===== config.mk =====
export PLATFORM = sky130hd
export DESIGN_NAME = w_ptr_full
export DESIGN_NICKNAME = d
export VERILOG_FILES = /design/src/rtl/w_ptr_full.sv
export SDC_FILE = /design/constraint.sdc
export NUM_CORES = 1
export LEC_CHECK = 0
export BUFFER_PORTS_ARGS = -buffer_cell sky130_fd_sc_hd__buf_4
export CAP_MARGIN = 30
export CORE_MARGIN = 1
export CORE_UTILIZATION = 54
export DETAILED_ROUTE_END_ITERATION = 10
export GPL_ROUTABILITY_DRIVEN = 0
export PLACE_DENSITY = 0.93
export SYNTH_ARGS = -nofsm -noshare
export SYNTH_HDL_FRONTEND = slang
export SYNTH_SLANG_ARGS = --single-unit

===== constraint.sdc =====
create_clock -name w_clk -period 4.26 [get_ports w_clk]
set_input_delay 0.426 -clock w_clk [delete_from_list [all_inputs] [get_ports w_clk]]
set_output_delay 0.426 -clock w_clk [all_outputs]
set_load 0.02 [all_outputs]

===== src/rtl/w_ptr_full.sv =====
// ---------------------------------------------------------------------------
// w_ptr_full
//   Write-side pointer and full-flag generator for an asynchronous FIFO.
//   Keeps a binary write counter and its registered Gray-coded copy. It
//   compares the Gray pointer with the read pointer that has already been
//   synchronised into w_clk. From that comparison it produces the full flag,
//   the almost-full flag, a free-slot count and a sticky overflow error.
//
// Ports
//   w_clk          in   write-domain clock, rising edge
//   w_rst_n        in   synchronous active-low reset
//   w_inc          in   write request, accepted only while w_full=0
//   ff2_r_ptr      in   Gray read pointer, already 2-flop synchronised
//   w_ovf_clr      in   clears w_overflow (a simultaneous set wins)
//   w_ptr          out  registered Gray write pointer (to r-domain sync)
//   w_addr         out  RAM write address (binary counter LSBs)
//   w_full         out  registered full flag
//   w_almost_full  out  registered, free slots <= AFULL_THRESH
//   w_free         out  registered free-slot count, 0..DEPTH
//   w_overflow     out  sticky: a write was attempted while full
// ---------------------------------------------------------------------------
module w_ptr_full #(
    parameter int ADDR_BITS    = 4,
    parameter int AFULL_THRESH = 2
) (
    input  logic                 w_clk,
    input  logic                 w_rst_n,
    input  logic                 w_inc,
    input  logic [ADDR_BITS:0]   ff2_r_ptr,
    input  logic                 w_ovf_clr,
    output logic [ADDR_BITS:0]   w_ptr,
    output logic [ADDR_BITS-1:0] w_addr,
    output logic                 w_full,
    output logic                 w_almost_full,
    output logic [ADDR_BITS:0]   w_free,
    output logic                 w_overflow
);

    localparam int A     = ADDR_BITS;
    localparam int DEPTH = 1 << ADDR_BITS;
    localparam logic [A:0] DEPTH_V = DEPTH[A:0];
    localparam logic [A:0] AFT_V   = AFULL_THRESH[A:0];

    logic [A:0] w_bin_q,  w_bin_d;
    logic [A:0] w_ptr_q,  w_ptr_d;
    logic       w_full_q, w_full_d;
    logic       w_af_q,   w_af_d;
    logic [A:0] w_free_q, w_free_d;
    logic       w_ovf_q,  w_ovf_d;

    logic       wr_en;
    logic [A:0] r_bin_s;
    logic [A:0] used;
    logic [A:0] full_cmp;

    // Gray-to-binary: each bit is the XOR of itself and all higher bits.
    always_comb begin
        r_bin_s = '0;
        r_bin_s[A] = ff2_r_ptr[A];
        for (int i = A - 1; i >= 0; i--) begin
            r_bin_s[i] = r_bin_s[i+1] ^ ff2_r_ptr[i];
        end
    end

    // Full is evaluated on the next pointer, so the flag rises on the same
    // edge that accepts the DEPTH-th outstanding write. The Gray-domain full
    // pattern is the read pointer with its two MSBs inverted.
    always_comb begin
        wr_en    = w_inc & ~w_full_q;
        w_bin_d  = w_bin_q + {{A{1'b0}}, wr_en};
        w_ptr_d  = (w_bin_d >> 1) ^ w_bin_d;
        full_cmp = {~ff2_r_ptr[A:A-1], ff2_r_ptr[A-2:0]};
        w_full_d = (w_ptr_d == full_cmp);
        used     = w_bin_d - r_bin_s;
        w_free_d = DEPTH_V - used;
        w_af_d   = (w_free_d <= AFT_V);
        // Set has priority over clear on the same edge.
        w_ovf_d  = w_ovf_q;
        if (w_ovf_clr) w_ovf_d = 1'b0;
        if (w_inc && w_full_q) w_ovf_d = 1'b1;
    end

    always_ff @(posedge w_clk) begin
        if (!w_rst_n) begin
            w_bin_q  <= '0;
            w_ptr_q  <= '0;
            w_full_q <= 1'b0;
            w_af_q   <= 1'b0;
            w_free_q <= DEPTH_V;
            w_ovf_q  <= 1'b0;
        end else begin
            w_bin_q  <= w_bin_d;
            w_ptr_q  <= w_ptr_d;
            w_full_q <= w_full_d;
            w_af_q   <= w_af_d;
            w_free_q <= w_free_d;
            w_ovf_q  <= w_ovf_d;
        end
    end

    assign w_ptr         = w_ptr_q;
    assign w_addr        = w_bin_q[A-1:0];
    assign w_full        = w_full_q;
    assign w_almost_full = w_af_q;
    assign w_free        = w_free_q;
    assign w_overflow    = w_ovf_q;

endmodule

* Yosys cells after proc, flatten, opt, wreduce, memory -nomap -nowiden
Cells that the tools add are included. W data, S select, Z words.
Cells by class: $add $sub $neg 3, $lt $le $gt $ge 1, equality and inequality tests 1, mux-type cells 2, bitwise logic cells 8, reductions and logical operators 2
Operators by type and width (number):
- $add A5 B1 Y5 | 1
- $eq A5 B5 Y1 | 1
- $le A5 B2 Y1 const B | 1
- $sub A5 B5 Y5 | 1
- $sub A5 B5 Y5 const A | 1
- $xor A4 B5 Y5 | 1
- $xor A1 B1 Y1 | 4
- $mux W1 | 2
- $not A2 Y2 | 1
- $reduce_bool A2 Y1 | 1
- $and A1 B1 Y1 | 1
- $logic_and A1 B1 Y1 | 1
- $not A1 Y1 | 1
Storage, ports and cells: register bits 18, input port bits 9, output and inout bits 17, logic and storage cells 23

* Longest topological paths before layout
depth in word-level cells 7, depth in mapped cells 11, gate-level depth less buffers 11

* Worst setup path after synthesis
Ideal clock, no wire load.
kind input-to-reg, start in w_inc, end reg w_free_q[4], in the netlist w_free[4], setup time 0.117 ns, arrival 2.634 ns, required time 4.143 ns, slack 1.509 ns, cell stages on the path 11, path buffers 0, path through nor2b_1 -> ha_1 -> ha_1 -> xor2_1 -> xnor2_1 -> inv_1 -> ha_1 -> a21o_1 -> a21oi_1 -> xnor3_1 -> nand2b_1
On the way: word-level cells in the longest chain between the ends 4
Ends and longest elaborated chain:
- start, declared | line 28 | input logic w_inc,
- $and A1 B1 Y1 | line 69 | wr_en = w_inc & ~w_full_q;
- $add A5 B1 Y5 | line 70 | w_bin_d = w_bin_q + {{A{1'b0}}, wr_en};
- $sub A5 B5 Y5 | line 74 | used = w_bin_d - r_bin_s;
- $sub A5 B5 Y5 | line 75 | w_free_d = DEPTH_V - used;
- end signal, assigned | line 96 | w_free_q <= w_free_d;
- end, declared | line 48 | logic [A:0] w_free_q, w_free_d;
No other way between the ends. A chain may end at the register's enable or synchronous reset.

* Final worst setup path
start reg w_full_q, in the netlist w_full, end reg w_free_q[4], in the netlist w_free[4]
On the way: word-level cells in the longest chain between the ends 5
Ends and longest elaborated chain:
- start, declared | line 46 | logic w_full_q, w_full_d;
- start signal, assigned | line 94 | w_full_q <= w_full_d;
- $not A1 Y1 | line 69
- $and A1 B1 Y1 | line 69
- $add A5 B1 Y5 | line 70
- $sub A5 B5 Y5 | line 74
- $sub A5 B5 Y5 | line 75
No other way between the ends.

==> reports/results.tsv <==
metric	value	unit
CTS tree	built	
DRT iter0 DRCs	8	
Syn Area/Cell	10.1	µm²
setup violators final	0	
crit start category	flip-flop	
top_reg_cell synth	dfxtp_1	
initial antenna violation count	0	
CP Data Required Time	4.46	ns
Crit-path slowest cell	xor2_1	
Period minus WS final	2.85	ns
# resized after CTS	0	
Hold Startpoint	w_rst_n	
end of the worst hold path	w_free[4]	
M3 GR Usage	4.90	%
Hold Slack	0.343	ns
Cell Pwr Density	402	mW/mm²
hold depth	2	
reg2reg path depth	11	
CTS root buf	clkbuf_4	
Slew Limit Fails	0	
vias	738	
post-DP HPWL	1520	µm
final WL	1910	µm
Max stage delay on crit path	0.49	ns
Worst Max-Slew Pin Slew	0.565	ns
Distinct cells, synth	29	
FMAX	351	MHz
Top delay family on crit path	XOR/XNOR gates	
die area	0.00197	mm²
crit-path cells	nor2b_1 > ha_1 > ha_1 > xor2_1 > xnor2_1 > inv_1 > ha_1 > a21o_1 > a21oi_1 > xnor3_1 > nand2b_1	
Buf/Inv on CP	1	
GRT Total Usage	21.9	%
Worst Path Class, Setup	flip-flop to flip-flop	
core area	0.00159	mm²
worst min path class	input pin to flip-flop	
fin crit share	66.8	%
post-synthesis sequential area ratio	35.1	%
Final Util	75.8	%
syn nets	114	
area grow syn2layout	24.6	%
status	complete, no violations	
list of most frequent post-synthesis cells	dfxtp_1 (17), ha_1 (8), inv_1 (8), nor2_1 (8), xor2_1 (7)	
FILL cells	117	
FF+latch area	340	µm²
Worst-Skew Late Latency	0.29	ns
hold-fix buffer count after cts	0	
vias per cell	5.02	
EDFF count, synth	0	
RR Endpoint	w_free[4]	
R2R Setup Slk	1.41	ns
count leader, synth	dfxtp_1	
post-synth top area share	35.1	%
Cells after Synth	96	
met1 track demand over resource	24.7	%
FF+latch count, synth	17	
Mapped Area	970	µm²
multi-input logic area	591	µm²
chip width	44.4	µm
RSZ-0062 raised after global routing	no	
r2r startpoint	w_full	
I/O Pins	26	
most repeated library cell on the critical path	ha_1	
GR Util met2	38.5	%
GRT Residual Overflow	0	
total power	0.000485	W
first-pass detailed-route iteration total	4	
relative slew slack	62.2	%
n_diodes	0	
initial cell density of the core	60.8	%
CTS Buffer Depth	2	
GRT Max-Usage Layer	met2	
P_leak	0.583	nW
Fin. Hold Viols	0	
vias in the first global route	691	
Max-Cap Viols	0	
Worst-path clk slew	0.10	ns
CP endpoint kind	flip-flop	
Post CTS Setup Buffer Count	0	
Num CTS Buffers	3	
pin count of the biggest net entering global routing	12	
Worst Skew	0.00107	ns
worst vdd ir	0.365	mV
Final #Nets	142	
Routed Antenna Nets	0	
Sinks on Clock Net	17	
first-pass GRT wire length	3020	µm
Row Count	14	
Critical Path AT	3.05	ns
Fin Setup TNS	0	ns
crit-path max FO	8	
post-DR wirelength/cell	13.0	µm
H-tree levels	1	
Port Buf Inserts	25	
Synth async-reset ratio	0	%
Synth area leaders	dfxtp_1 (35%), ha_1 (10%), xnor3_1 (7.0%)	
layout cell share with drive strength beyond 1	29.3	%
yosys warns	0	
chip height	44.4	µm
DRC	0	
cell accounting for the most synthesized area	dfxtp_1	
[worst reg2reg max path, cell delays in order, from the launching register on]
cell	delay (ns)
dfxtp_1	0.34
nor2b_1	0.11
ha_1	0.21
ha_1	0.25
xor2_1	0.49
xnor2_1	0.25
inv_1	0.08
ha_1	0.29
a21o_1	0.17
a21oi_1	0.15
xnor3_1	0.26
nand2b_1	0.15
[flip-flops by register name, summed over array words and instances (netlist names)]
register       flops
w_ptr              4
w_overflow         1
w_full             1
w_bin_q            5
w_almost_full      1
w_free             5
[layout by cell type (no fill, tap or decap), drive strengths merged]
master and count:
and2 6, a21boi 1, or2 1, nand2b 3, buf 25, mux2i 1
dfxtp 17, o21ai 1, nor2b 1, nor4 1, clkinvlp 1, nor2 8
inv 8, clkbuf 3, fa 1, a21o 3, nand3 5, a2bb2oi 1
a21oi 5, or2b 1, nor3 1, xnor2 6, ha 8, nand4 1
nand2 3, xnor3 3, xor2 8
[routing by layer]
metal	up-vias	routed length, µm
li1	367	-
met1	342	834
met2	22	976
met3	7	55
met4	0	40
met5	-	0
[area by class of cell]
type                    instances  area share (%)
inverters                       8            2.48
well taps                      24            2.48
repair buffers                 25            15.5
multi-input cells              69            48.9
flip-flops and latches         17            28.2
clock buffers                   3            1.86
clock inverters                 1           0.621
[where the power goes]
part / internal [W] / total (W) / leakage [nW] / switching (W)
sequential: 0.000182 / 0.000190 / 0.139 / 0.00000743
combinational: 0.0000966 / 0.000206 / 0.430 / 0.000110
clock: 0.0000358 / 0.0000894 / 0.0139 / 0.0000537
[how the worst max path moves through the flow]
stage / start / end / cells past startpoint
floorplan: w_inc / w_free[4] / 11
finish: w_full / w_free[4] / 11
CTS: w_full / w_almost_full / 11
global route: w_full / w_free[4] / 11
global placement: w_inc / w_free[4] / 12
detailed placement: w_inc / w_free[4] / 12
[cells by family (layout without fill, tap and decap cells)]
group           after synthesis  after routing  share of synthesized area [%]
compound gates               11             11                           7.10
flops                        17             17                           35.1
buf+inv                      10             37                           4.00
xor+xnor                     17             17                           22.7
simple gates                 31             31                           17.7
mux                           1              1                           1.03
fa+ha+maj                     9              9                           12.4
[per-stage QoR]
step / std cells / worst slack [ns] / area, µm²
after global placement: 143 / 1.31 / 1180
after detailed placement: 143 / 1.18 / 1180
final: 147 / 1.41 / 1210
after floorplan: 96 / 1.51 / 970
after CTS: 147 / 1.40 / 1210
after global routing: 147 / 1.21 / 1210
Power figures use the tool's default switching activity.
